## src/rtl/seg7_scan.sv

```systemverilog
// seg7_scan: time-multiplexed driver for a 4-digit common-anode seven-segment display.
// Ports: clk/clr (clr async active-high); d3..d0 BCD digits (d3 leftmost);
//        blink/dp_en per-digit masks; lz_blank blanks digit 3 when it is 0;
//        an anode selects, seg segments (a=bit0), dp decimal point, all active low.
module seg7_scan #(
    parameter int SCAN_DIV    = 50000,
    parameter int BLINK_TICKS = 250
) (
    input  logic       clk,
    input  logic       clr,
    input  logic [3:0] d3,
    input  logic [3:0] d2,
    input  logic [3:0] d1,
    input  logic [3:0] d0,
    input  logic [3:0] blink,
    input  logic [3:0] dp_en,
    input  logic       lz_blank,
    output logic [3:0] an,
    output logic [6:0] seg,
    output logic       dp
);
    localparam int PW = $clog2(SCAN_DIV);
    localparam int BW = BLINK_TICKS > 1 ? $clog2(BLINK_TICKS) : 1;

    logic [PW-1:0] p_q;
    logic [1:0]    sel_q;
    logic [BW-1:0] bc_q;
    logic          ph_q;
    logic [3:0]    s_q [4];
    logic [3:0]    an_q, an_d;
    logic [6:0]    seg_q, seg_d;
    logic          dp_q, dp_d;
    logic          tick, blank;
    logic [3:0]    dig;

    function automatic logic [6:0] decode(input logic [3:0] v);
        case (v)
            4'd0:    return 7'b1000000;
            4'd1:    return 7'b1111001;
            4'd2:    return 7'b0100100;
            4'd3:    return 7'b0110000;
            4'd4:    return 7'b0011001;
            4'd5:    return 7'b0010010;
            4'd6:    return 7'b0000010;
            4'd7:    return 7'b1111000;
            4'd8:    return 7'b0000000;
            4'd9:    return 7'b0010000;
            default: return 7'b0111111;
        endcase
    endfunction

    assign tick  = p_q == PW'(SCAN_DIV - 1);
    assign dig   = s_q[sel_q];
    assign blank = (blink[sel_q] && ph_q) || (sel_q == 2'd3 && lz_blank && dig == 4'd0);

    always_comb begin
        an_d  = blank ? 4'b1111 : ~(4'b0001 << sel_q);
        seg_d = blank ? 7'b1111111 : decode(dig);
        dp_d  = blank ? 1'b1 : ~dp_en[sel_q];
    end

    always_ff @(posedge clk or posedge clr) begin
        if (clr) begin
            p_q   <= '0;
            sel_q <= '0;
            bc_q  <= '0;
            ph_q  <= 1'b0;
            s_q   <= '{default: '0};
            an_q  <= 4'b1111;
            seg_q <= 7'b1111111;
            dp_q  <= 1'b1;
        end else begin
            p_q <= tick ? '0 : p_q + 1'b1;
            if (tick) begin
                sel_q <= sel_q + 2'd1;
                bc_q  <= bc_q == BW'(BLINK_TICKS - 1) ? '0 : bc_q + 1'b1;
                if (bc_q == BW'(BLINK_TICKS - 1))
                    ph_q <= ~ph_q;
                // Frame boundary: latch all digits together so a frame never tears.
                if (sel_q == 2'd3)
                    s_q <= '{d0, d1, d2, d3};
            end
            an_q  <= an_d;
            seg_q <= seg_d;
            dp_q  <= dp_d;
        end
    end

    assign an  = an_q;
    assign seg = seg_q;
    assign dp  = dp_q;
endmodule

```

## config.mk

```make
export PLATFORM = sky130hd
export DESIGN_NAME = seg7_scan
export DESIGN_NICKNAME = d
export VERILOG_FILES = /design/src/rtl/seg7_scan.sv
export SDC_FILE = /design/constraint.sdc
export NUM_CORES = 1
export LEC_CHECK = 0
export BUFFER_PORTS_ARGS = -buffer_cell sky130_fd_sc_hd__buf_2
export CAP_MARGIN = 10
export CORE_ASPECT_RATIO = 1.25
export CORE_MARGIN = 2
export CORE_UTILIZATION = 40
export CTS_CLUSTER_SIZE = 25
export DETAILED_ROUTE_END_ITERATION = 10
export PLACE_DENSITY = 0.62
export SYNTH_ARGS = -nofsm -noshare
export SYNTH_HDL_FRONTEND = slang
export SYNTH_SLANG_ARGS = --single-unit
```

## constraint.sdc

```tcl
create_clock -name clk -period 2.9 [get_ports clk]
set_input_delay 0.725 -clock clk [delete_from_list [all_inputs] [get_ports clk]]
set_output_delay 0.725 -clock clk [all_outputs]
set_load 0.1 [all_outputs]
```

==> results of run 1 <==
## worst max path at each step
stage / endpoint / from
global placement: bc_q[6]$_DFFE_PP0N_ / p_q[5]$_DFF_PP0_
detailed placement: bc_q[6]$_DFFE_PP0N_ / p_q[7]$_DFF_PP0_
floorplan: bc_q[6]$_DFFE_PP0N_ / p_q[5]$_DFF_PP0_
CTS: bc_q[6]$_DFFE_PP0N_ / p_q[7]$_DFF_PP0_
finish: bc_q[6]$_DFFE_PP0N_ / p_q[7]$_DFF_PP0_
global route: bc_q[6]$_DFFE_PP0N_ / p_q[7]$_DFF_PP0_
## power breakdown
group | switching, mW | internal, mW
sequential | 0.00671 | 0.792
combinational | 0.107 | 0.0394
clock | 0.244 | 0.169
## registers in the layout, indices dropped and copies added (netlist names)
register / count
ph_q: 1
dp: 1
p_q: 16
bc_q: 8
s_q: 16
an: 4
sel_q: 2
seg: 7
## placed cells by master, fill, tap and decap left out, drive strengths merged, types with 6 or more instances in the layout
cell type,count
nand4,6
mux2,16
dfstp,12
a21oi,8
xor2,9
nor2,12
o21ai,14
clkbuf,6
mux4,6
buf,42
nand2,22
ha,13
inv,11
dfrtp,43
## cells by family after synthesis
group,count (synthesis)
AND/OR/NAND/NOR,69
flip-flops,55
AO/OA/AOI/OAI,35
multiplexers,24
buffers and inverters,20
XOR/XNOR,13
adder cells (fa/ha/maj),13
## per-stage QoR
stage | instances | worst slack (ns)
floorplan | 229 | 0.6628
global placement | 349 | 0.5408
detailed placement | 349 | 0.4997
CTS | 357 | 0.4766
global route | 357 | 0.3918
finish | 357 | 0.4677
## cell usage after synthesis (all sizes together), types with 2 or more instances
master,n,area (um2)
xor2,9,78.83
xnor2,4,35.03
ha,13,162.7
nand3,5,25.02
a31oi,3,18.77
dfrtp,43,1076
dfstp,12,315.3
o21ai,14,70.06
and2,5,31.28
buf,2,10.01
o31ai,4,30.03
nor4,2,18.77
mux2,16,180.2
or3,2,12.51
a21oi,8,40.04
and4,4,35.03
or4,2,15.01
and3,2,12.51
mux2i,2,20.02
nand4,6,37.54
clkbuf,7,26.28
inv,11,41.29
nand2,22,82.58
mux4,6,135.1
nor2,12,45.04
## routing by layer
metal | up-vias | wire length, um | track usage
met5 | - | 0 | 0
met1 | 845 | 2157 | 0.1701
met4 | 0 | 76 | 0.06250
li1 | 886 | - | -
met2 | 29 | 2368 | 0.2398
met3 | 5 | 160 | 0.02652
## worst max-delay path: stages (launching register included)
cell and delay [ns]:
dfrtp_1 0.44, or4b_1 0.59, or4_1 0.71, or4_1 0.55, nand2_1 0.08
## cell type report
cell class,instances,area [um2],area share
clock buffer,6,72.57,0.02382
tap,87,108.9,0.03573
clock inverter,2,12.51,0.004107
timing repair buffer,42,220.2,0.07228
multi-input combinational,154,1200,0.3938
inverter,11,41.29,0.01355
sequential,55,1391,0.4567
==> flow_summary_export.csv, run 1 <==
group,metric,value,unit
pwr,power_density,445.8,nW/um2
cells_and_area,antenna_cells,0,
hold_path,min_path_type,"flip-flop to flip-flop",
global_routing,grt_pass1_wl,7.976,mm
yosys,synth_edf_count,0,
setup_path,critPathArrivalTime,2.68,ns
yosys,synthArstFlopShare,1.000,
timing,grt_setup_unrepaired,"false",
timing,drv_slew,0,
detailed_routing,num_vias,1765,
timing,max_freq,0.4111,GHz
detailed_routing,dr.pass1.iters,4,
detailed_routing,drt_iter0_drc,121,
yosys,synth-seq-area-share,0.5226,
placed_design,routabilityCongestion,0.7198,
yosys,syn_nets,269,
floorplanning,design.die.area,7329,um2
status,status,"completed",
timing,period_share,0.8387,
yosys,synth.area.mux_share,0.1259,
detailed_routing,wl_per_cell,13.34,um
yosys,synth_top_family_by_area,"simple AND/OR/NAND/NOR gates",
yosys,synthAdderAreaFrac,0.06109,
clock_tree,cts_tree,"yes",
clock_tree,cts_setup_buffers,0,
setup_path,cp-start-kind,"flip-flop",
setup_path,critical_path_class,"flip-flop to flip-flop",
clock_tree,ctsHoldBuffers,0,
setup_path,reg2reg_slack,0.47,ns
hold_path,hp-start,"p_q[0]$_DFF_PP0_",
timing,finalSetupTns,0,ns
clock_tree,cts_root_buf,"clkbuf_8",
cells_and_area,nFillCells,605,
clock_tree,htree_levels,2,
yosys,ys_types,41,
setup_path,worstSetupEndpointType,"flip-flop",
timing,slew_headroom,0.5461,
clock_tree,cts_resized,0,
hold_path,hold_depth,1,
cells_and_area,design_area,3047,um2
timing,tightest_slew,0.6808,ns
clock_tree,clk_pin_slew,0.09,ns
setup_path,critical_path_required,3.15,ns
placed_design,dp_hpwl,3.447,mm
global_routing,grt_max_degree,56,
detailed_routing,drcViolationCount,0,
cells_and_area,final_util,0.4700,
hold_path,hold_end,"p_q[0]$_DFF_PP0_",
yosys,yosysWarnings,0,
placed_design,io_buffers,38,
setup_path,r2r-start,"p_q[7]$_DFF_PP0_",
detailed_routing,wl,4.763,mm
setup_path,r2r-end,"bc_q[6]$_DFFE_PP0N_",
flow_run,maxCapViolCount,0,
yosys,synth-compound-area-share,0.07707,
timing,setup_viol,0,
yosys,ys_ff_latch,55,
timing,hold_viol,0,
floorplanning,start_util,0.4107,
cells_and_area,fin_nets,309,
placed_design,placed_area,2962,um2
clock_tree,cts_sinks,55,
clock_tree,insertion_delay,0.31,ns
timing,clock_skew,0.006635,ns
floorplanning,coreArea,6482,um2
global_routing,antenna_found_initial,0,
setup_path,r2r_cells,4,
cells_and_area,drive_gt1_frac,0.2630,
global_routing,grt_pass1_vias,1699,
global_routing,grtUsageTotal,0.1388,
detailed_routing,viasPerCell,4.944,
yosys,synth_xor_area_frac,0.04276,
global_routing,gr-total-overflow,0,
floorplanning,pin_count,39,
pwr,finalPower,1.358,mW
detailed_routing,ant_nets,0,
clock_tree,clockBufferDepth,2,
pwr,leakagePower,1.357,nW
floorplanning,die_y,95.22,um
pwr,ir_drop,0.1721,mV
yosys,synthFlopType,"dfrtp_1",
floorplanning,fp-row-count,33,
cells_and_area,syn2layout_area_growth,14.43,%
setup_path,cp_max_fo,10,
yosys,synth_area,2663,um2
yosys,synth-simple-area-share,0.1414,
timing,period_needed,2.432,ns
yosys,syn_area_per_cell,11.63,um2
clock_tree,cts_buffers,5,
floorplanning,die_x,76.98,um
timing,whs,0.4692,ns
yosys,synth_cells,229,
Power figures use the tool's default switching activity.
==> run 2: changes to the inputs <==
--- a/config.mk
+++ b/config.mk
@@ -5,6 +5,7 @@
 export SDC_FILE = /design/constraint.sdc
 export NUM_CORES = 1
 export LEC_CHECK = 0
+export ABC_AREA = 1
 export BUFFER_PORTS_ARGS = -buffer_cell sky130_fd_sc_hd__buf_2
 export CAP_MARGIN = 10
 export CORE_ASPECT_RATIO = 1.25
==> constraint.sdc (replaced) <==
create_clock -name clk -period 2.4 [get_ports clk]
set_input_delay 0.6 -clock clk [delete_from_list [all_inputs] [get_ports clk]]
set_output_delay 0.6 -clock clk [all_outputs]
set_load 0.1 [all_outputs]
==> flow_summary_export.csv, run 2 <==
group,metric,value,unit
placed_design,routabilityCongestion,0.9365,
yosys,netlist_top_cells_area,"dfrtp_1, nand2_1, dfstp_2, nand3_1, ha_1",
clock_tree,clk_pin_slew,0.10,ns
yosys,syn_nets,403,
pwr,swShare,0.2123,
setup_path,crit_family,"simple AND/OR/NAND/NOR gates",
clock_tree,clockBufferDepth,2,
detailed_routing,drcViolationCount,0,
yosys,netlist.area_leader.share,0.3646,
yosys,synthArstFlopShare,1.000,
timing,hold_viol,0,
cells_and_area,fin_nets,446,
setup_path,cpPeakStageDelay,0.38,ns
yosys,synth_edf_count,0,
yosys,synth_area,2952,um2
timing,tightest_slew,0.5100,ns
floorplanning,die_y,100.0,um
clock_tree,cts_sinks,55,
global_routing,grtUsageTotal,0.1620,
setup_path,cpMaxStageDelayCell,"dfrtp_1",
setup_path,critical_path_class,"flip-flop to flip-flop",
placed_design,dp_hpwl,4.578,mm
detailed_routing,viasPerCell,4.790,
clock_tree,cts_tree,"yes",
yosys,synth_cells,363,
cells_and_area,drive_gt1_frac,0.2064,
status,status,"completed",
clock_tree,cts_buffers,5,
pwr,finalPower,1.580,mW
pwr,seqPwrFrac,0.588,
floorplanning,fp-row-count,35,
cells_and_area,antenna_cells,0,
setup_path,cp_max_fo,15,
clock_tree,htree_levels,2,
setup_path,cp-start-kind,"flip-flop",
pwr,ir_drop,0.2357,mV
timing,drv_slew,0,
clock_tree,cts_resized,0,
cells_and_area,reg.largest.list,"p_q x16, s_q x16, bc_q x8",
clock_tree,ctsHoldBuffers,0,
floorplanning,die_x,80.83,um
global_routing,grt_max_degree,35,
timing,finalSetupTns,0,ns
global_routing,antenna_found_initial,0,
pwr,clockPowerShare,0.378,
global_routing,gr-total-overflow,0,
floorplanning,design.die.area,8086,um2
clock_tree,cts_setup_buffers,0,
global_routing,grt_pass1_wl,10.38,mm
detailed_routing,dr.pass1.iters,4,
global_routing,grt_pass1_vias,2301,
yosys,ys_types,32,
timing,max_freq,0.5244,GHz
hold_path,min_path_type,"input pin to asynchronous set/reset pin",
timing,setup_viol,0,
pwr,power_density,470.1,nW/um2
timing,grt_setup_unrepaired,"false",
pwr,p_int,1.245,mW
detailed_routing,wl,5.909,mm
detailed_routing,wl_per_cell,11.84,um
timing,slew_headroom,0.6624,
setup_path,worst_path_most_repeated_cell,"nand2_1",
setup_path,critPathArrivalTime,2.15,ns
flow_run,maxCapViolCount,0,
setup_path,worstSetupEndpointType,"flip-flop",
cells_and_area,syn2layout_area_growth,13.90,%
floorplanning,pin_count,39,
setup_path,path_buf_inv,3,
clock_tree,cts_root_buf,"clkbuf_8",
yosys,synthFlopType,"dfrtp_1",
setup_path,critical_path_required,2.64,ns
detailed_routing,ant_nets,0,
yosys,yosysWarnings,0,
pwr,leakagePower,1.721,nW
detailed_routing,num_vias,2390,
pwr,p_sw,335.5,uW
yosys,syn_area_per_cell,8.131,um2
cells_and_area,final_common_cell,"nand2_1",
floorplanning,start_util,0.4060,
pwr,pwr-share-comb,0.034,
placed_design,io_buffers,38,
setup_path,crit_chain,"buf_4, inv_2, nand2_1, nand3_1, nand2_1, ha_1, nand2_1, nor2_1, nand3_4, nand2_1, inv_2, nand2_1",
yosys,ys_ff_latch,55,
yosys,synth-seq-area-share,0.4714,
timing,period_share,0.7945,
detailed_routing,drt_iter0_drc,52,
timing,clock_skew,0.01148,ns
floorplanning,coreArea,7269,um2
yosys,yosysMostFrequentCell,"nand2_1",
clock_tree,insertion_delay,0.32,ns
yosys,synth.largest_area_cell,"dfrtp_1",
cells_and_area,final_cell_mix,"nand2_1, dfrtp_1, buf_2",
yosys,synth.cells.most_frequent,"nand2_1, dfrtp_1, nand3_1",
timing,period_needed,1.907,ns
==> run 2: cell types whose count changed after synthesis, moves of 5 or more <==
cell	previous run	this run
inv_2	0	6
inv_1	11	33
o21ai_1	11	0
mux2_1	16	0
a21oi_1	8	3
nand3_1	5	34
o21ai_0	3	15
clkbuf_1	7	0
nand2_1	22	129
nor2_1	12	26
mux4_2	6	0
==> run 2: path summary, 6_finish.rpt <==
path | cells past startpoint | start | end | slack [ns]
max | 12 | sel_q[0]$_DFFE_PP0N_ | seg[6]$_DFF_PP1_ | 0.49
min | 2 | clr | p_q[2]$_DFF_PP0_ | 0.28
max reg2reg | 12 | sel_q[0]$_DFFE_PP0N_ | seg[6]$_DFF_PP1_ | 0.49
min reg2reg | 1 | p_q[0]$_DFF_PP0_ | p_q[0]$_DFF_PP0_ | 0.47
max in group asynchronous | 3 | clr | s_q[1]$_DFFE_PP0P_ | 1.59
min in group clk | 3 | d0[3] | s_q[15]$_DFFE_PP0P_ | 0.47
==> run 2: worst reg2reg max path: cells and delay by family (launching register included) <==
kind          cells  cell delay [ns]
simple gates      8             0.72
buf+inv           3             0.49
flops             1             0.38
fa+ha+maj         1             0.25
==> run 2: logic make-up (layout without fill, tap and decap cells) <==
kind of cell | after synthesis | in the layout | share of synthesized area
and+or+nand+nor | 219 | 219 | 0.3404
DFF | 55 | 55 | 0.4714
buffers and inverters | 44 | 88 | 0.06401
xor gates and xnor gates | 9 | 9 | 0.02671
adders and majority gates | 13 | 13 | 0.05511
AOI/OAI and AO/OA | 23 | 23 | 0.04239
==> run 2: area by class of cell <==
type,count,area (um2)
flip-flops and latches,55,1391
fillers,742,3908
clock inverters,1,5.005
multi-input cells,264,1371
clock buffers,7,107.6
well taps,92,115.1
inverters,39,146.4
repair buffers,41,225.2
==> run 2: power by group through the flow <==
stage / registers, mW / clock network, mW / logic, mW
after global routing: 0.929 / 0.653 / 0.0617
after global placement: 0.946 / 0 / 0.0555
after detailed placement: 0.946 / 0 / 0.0560
final: 0.929 / 0.598 / 0.0539
after floorplan: 0.953 / 0 / 0.0166
after CTS: 0.929 / 0.623 / 0.0561
==> run 2: routing by layer <==
layer / up-vias / GRT usage / part of all wire
li1: 1235 / - / -
met1: 1106 / 0.2210 / 0.48
met2: 42 / 0.2632 / 0.47
met3: 7 / 0.02878 / 0.034
met4: 0 / 0.04694 / 0.014
met5: - / 0 / 0
==> run 2: through the flow <==
| step | cell area, um2 | setup slack [ns] | hold WS [ns] | utilization | instances |
|---|---|---|---|---|---|
| floorplan | 2952 | 0.4769 | 0.4308 | - | 363 |
| global placement | 3249 | 0.6458 | 0.4454 | 0.4470 | 491 |
| detailed placement | 3249 | 0.5517 | 0.4586 | 0.4470 | 491 |
| CTS | 3362 | 0.5209 | 0.2998 | 0.4625 | 499 |
| global route | 3362 | 0.2966 | 0.3246 | 0.4625 | 499 |
| finish | 3362 | 0.4931 | 0.2819 | 0.4625 | 499 |
==> run 3: changes to the inputs <==
--- a/config.mk
+++ b/config.mk
@@ -13,7 +13,7 @@
 export CORE_UTILIZATION = 40
 export CTS_CLUSTER_SIZE = 25
 export DETAILED_ROUTE_END_ITERATION = 10
-export PLACE_DENSITY = 0.62
+export PLACE_DENSITY = 0.64
 export SYNTH_ARGS = -nofsm -noshare
 export SYNTH_HDL_FRONTEND = slang
 export SYNTH_SLANG_ARGS = --single-unit
==> constraint.sdc (replaced) <==
create_clock -name clk -period 1.6 [get_ports clk]
set_input_delay 0.4 -clock clk [delete_from_list [all_inputs] [get_ports clk]]
set_output_delay 0.4 -clock clk [all_outputs]
set_load 0.1 [all_outputs]
==> flow_summary_export.csv, run 3 (synthesis results as in run 2) <==
group,metric,value,unit
detailed_routing,wl_per_cell,12.60,um
pwr,leakagePower,1.930,nW
timing,period_needed,1.552,ns
setup_path,critical_path_required,1.85,ns
timing,hold_viol,0,
timing,slew_headroom,0.8020,
global_routing,gr-total-overflow,0,
setup_path,crit_chain,"buf_6, nand2_2, nand3_2, nand2_4, ha_4, nand2_4, nor2_4, nand3_4, nand2_4, inv_4, nand2_1",
timing,timing.final.ws_setup,0.04784,ns
detailed_routing,viasPerCell,4.845,
placed_design,dpl_worst_slack,-0.03642,ns
detailed_routing,drcViolationCount,0,
setup_path,critical_path_class,"flip-flop to flip-flop",
detailed_routing,dr.pass1.iters,4,
floorplanning,die_y,100.0,um
cells_and_area,final_util,0.5489,
cells_and_area,multi_input_area,1584,um2
floorplanning,pin_count,39,
clock_tree,clockBufferDepth,2,
placed_design,placed_area,3563,um2
cells_and_area,syn2layout_area_growth,35.18,%
placed_design,routabilityCongestion,0.9135,
timing,clock_skew,0.01414,ns
clock_tree,clk_pin_slew,0.10,ns
status,status,"completed",
floorplanning,start_util,0.4060,
cells_and_area,antenna_cells,0,
cells_and_area,reg.largest.list,"p_q x16, s_q x16, bc_q x8",
setup_path,critPathArrivalTime,1.80,ns
cells_and_area,design_area,3990,um2
timing,setup_viol,0,
cells_and_area,final_common_cell,"nand2_1",
cells_and_area,nFillCells,681,
timing,max_freq,0.6443,GHz
pwr,finalPower,2.391,mW
clock_tree,htree_levels,2,
clock_tree,insertion_delay,0.31,ns
clock_tree,cts_buffers,5,
cells_and_area,drive_gt1_frac,0.3188,
global_routing,antenna_found_initial,0,
setup_path,cpMaxStageDelayCell,"dfrtp_2",
global_routing,grt_max_degree,56,
floorplanning,fp-row-count,35,
global_routing,grtUsageTotal,0.1660,
cells_and_area,final_cell_mix,"nand2_1, dfrtp_1, inv_1",
timing,tightest_slew,0.2970,ns
pwr,ir_drop,0.4062,mV
detailed_routing,drt_iter0_drc,137,
pwr,power_density,599.2,nW/um2
clock_tree,cts_sinks,55,
setup_path,cp-start-kind,"flip-flop",
timing,finalSetupTns,0,ns
global_routing,grt_pass1_vias,2455,
timing,grt_setup_unrepaired,"true",
setup_path,worst_path_most_repeated_cell,"nand2_4",
placed_design,dp_hpwl,4.594,mm
floorplanning,coreArea,7269,um2
clock_tree,ctsHoldBuffers,0,
setup_path,cpPeakStageDelay,0.46,ns
detailed_routing,wl,6.655,mm
clock_tree,cts_tree,"yes",
flow_run,maxCapViolCount,0,
clock_tree,cts_root_buf,"clkbuf_8",
setup_path,worstSetupEndpointType,"flip-flop",
cells_and_area,fin_nets,475,
detailed_routing,num_vias,2558,
setup_path,cp_max_fo,6,
detailed_routing,ant_nets,0,
timing,drv_slew,0,
cells_and_area,regArea,1394,um2
floorplanning,design.die.area,8086,um2
floorplanning,die_x,80.83,um
global_routing,grt_pass1_wl,10.57,mm
placed_design,io_buffers,38,
hold_path,min_path_type,"input pin to asynchronous set/reset pin",
timing,period_share,0.9701,
==> run 3: changes by cell type in the layout (fill, tap and decap cells not counted), sizes merged <==
| cell | change |
|---|---|
| clkbuf | -1 |
| clkinvlp | +2 |
| buf | +26 |
| nor2 | +2 |
| clkinv | -1 |
| bufinv | +1 |
| inv | -1 |
| nand2 | +1 |
==> run 3: metrics by stage <==
stage                     hold slack, ns  cells
after floorplan                   0.4308    363
after global placement            0.4551    508
after detailed placement          0.4597    508
after CTS                         0.1533    521
after global routing              0.1580    528
final                             0.1328    528
==> run 3: final timing paths <==
kind,cells past startpoint,from,slack (ns),end
worst max register to register,11,sel_q[0]$_DFFE_PP0N_,0.05,an[3]$_DFF_PP1_
min in group clk,3,d2[2],0.28,s_q[6]$_DFFE_PP0P_
max in group asynchronous,3,clr,1.15,an[3]$_DFF_PP1_
worst min-delay path,3,clr,0.13,p_q[14]$_DFF_PP0_
worst max-delay path,11,sel_q[0]$_DFFE_PP0N_,0.05,an[3]$_DFF_PP1_
worst min register to register,2,s_q[5]$_DFFE_PP0P_,0.48,s_q[5]$_DFFE_PP0P_
==> run 3: repair_timing <==
action	in CTS	in global routing
setup buffers	4	5
cloned	1	2
resized for setup	3	48
setup endpoints to repair	24	36
pin swaps	2	29
==> run 3: layer usage <==
layer	share of wire	vias to the layer above	track usage
li1	-	1295	-
met1	0.42	1198	0.2026
met2	0.53	50	0.2924
met3	0.032	15	0.03058
met4	0.023	0	0.05346
met5	0	-	0
==> run 3: report_power, final <==
part / total (mW) / internal, mW / switching (mW)
logic: 0.0873 / 0.0353 / 0.0519
clock network: 0.909 / 0.467 / 0.442
registers: 1.39 / 1.39 / 0.00149
==> run 3: worst max-delay path: cells and delay by family, from the launching register on <==
kind	cells	cell delay (ns)
buffers and inverters	2	0.20
AND/OR/NAND/NOR	8	0.68
flip-flops	1	0.46
adder cells (fa/ha/maj)	1	0.15
==> run 3: layout make-up <==
class / count / share of cell area
timing repair buffer: 67 / 0.1577
clock inverter: 2 / 0.009407
multi-input combinational: 267 / 0.3970
tap: 92 / 0.02885
inverter: 39 / 0.03951
clock buffer: 6 / 0.01819
sequential: 55 / 0.3493
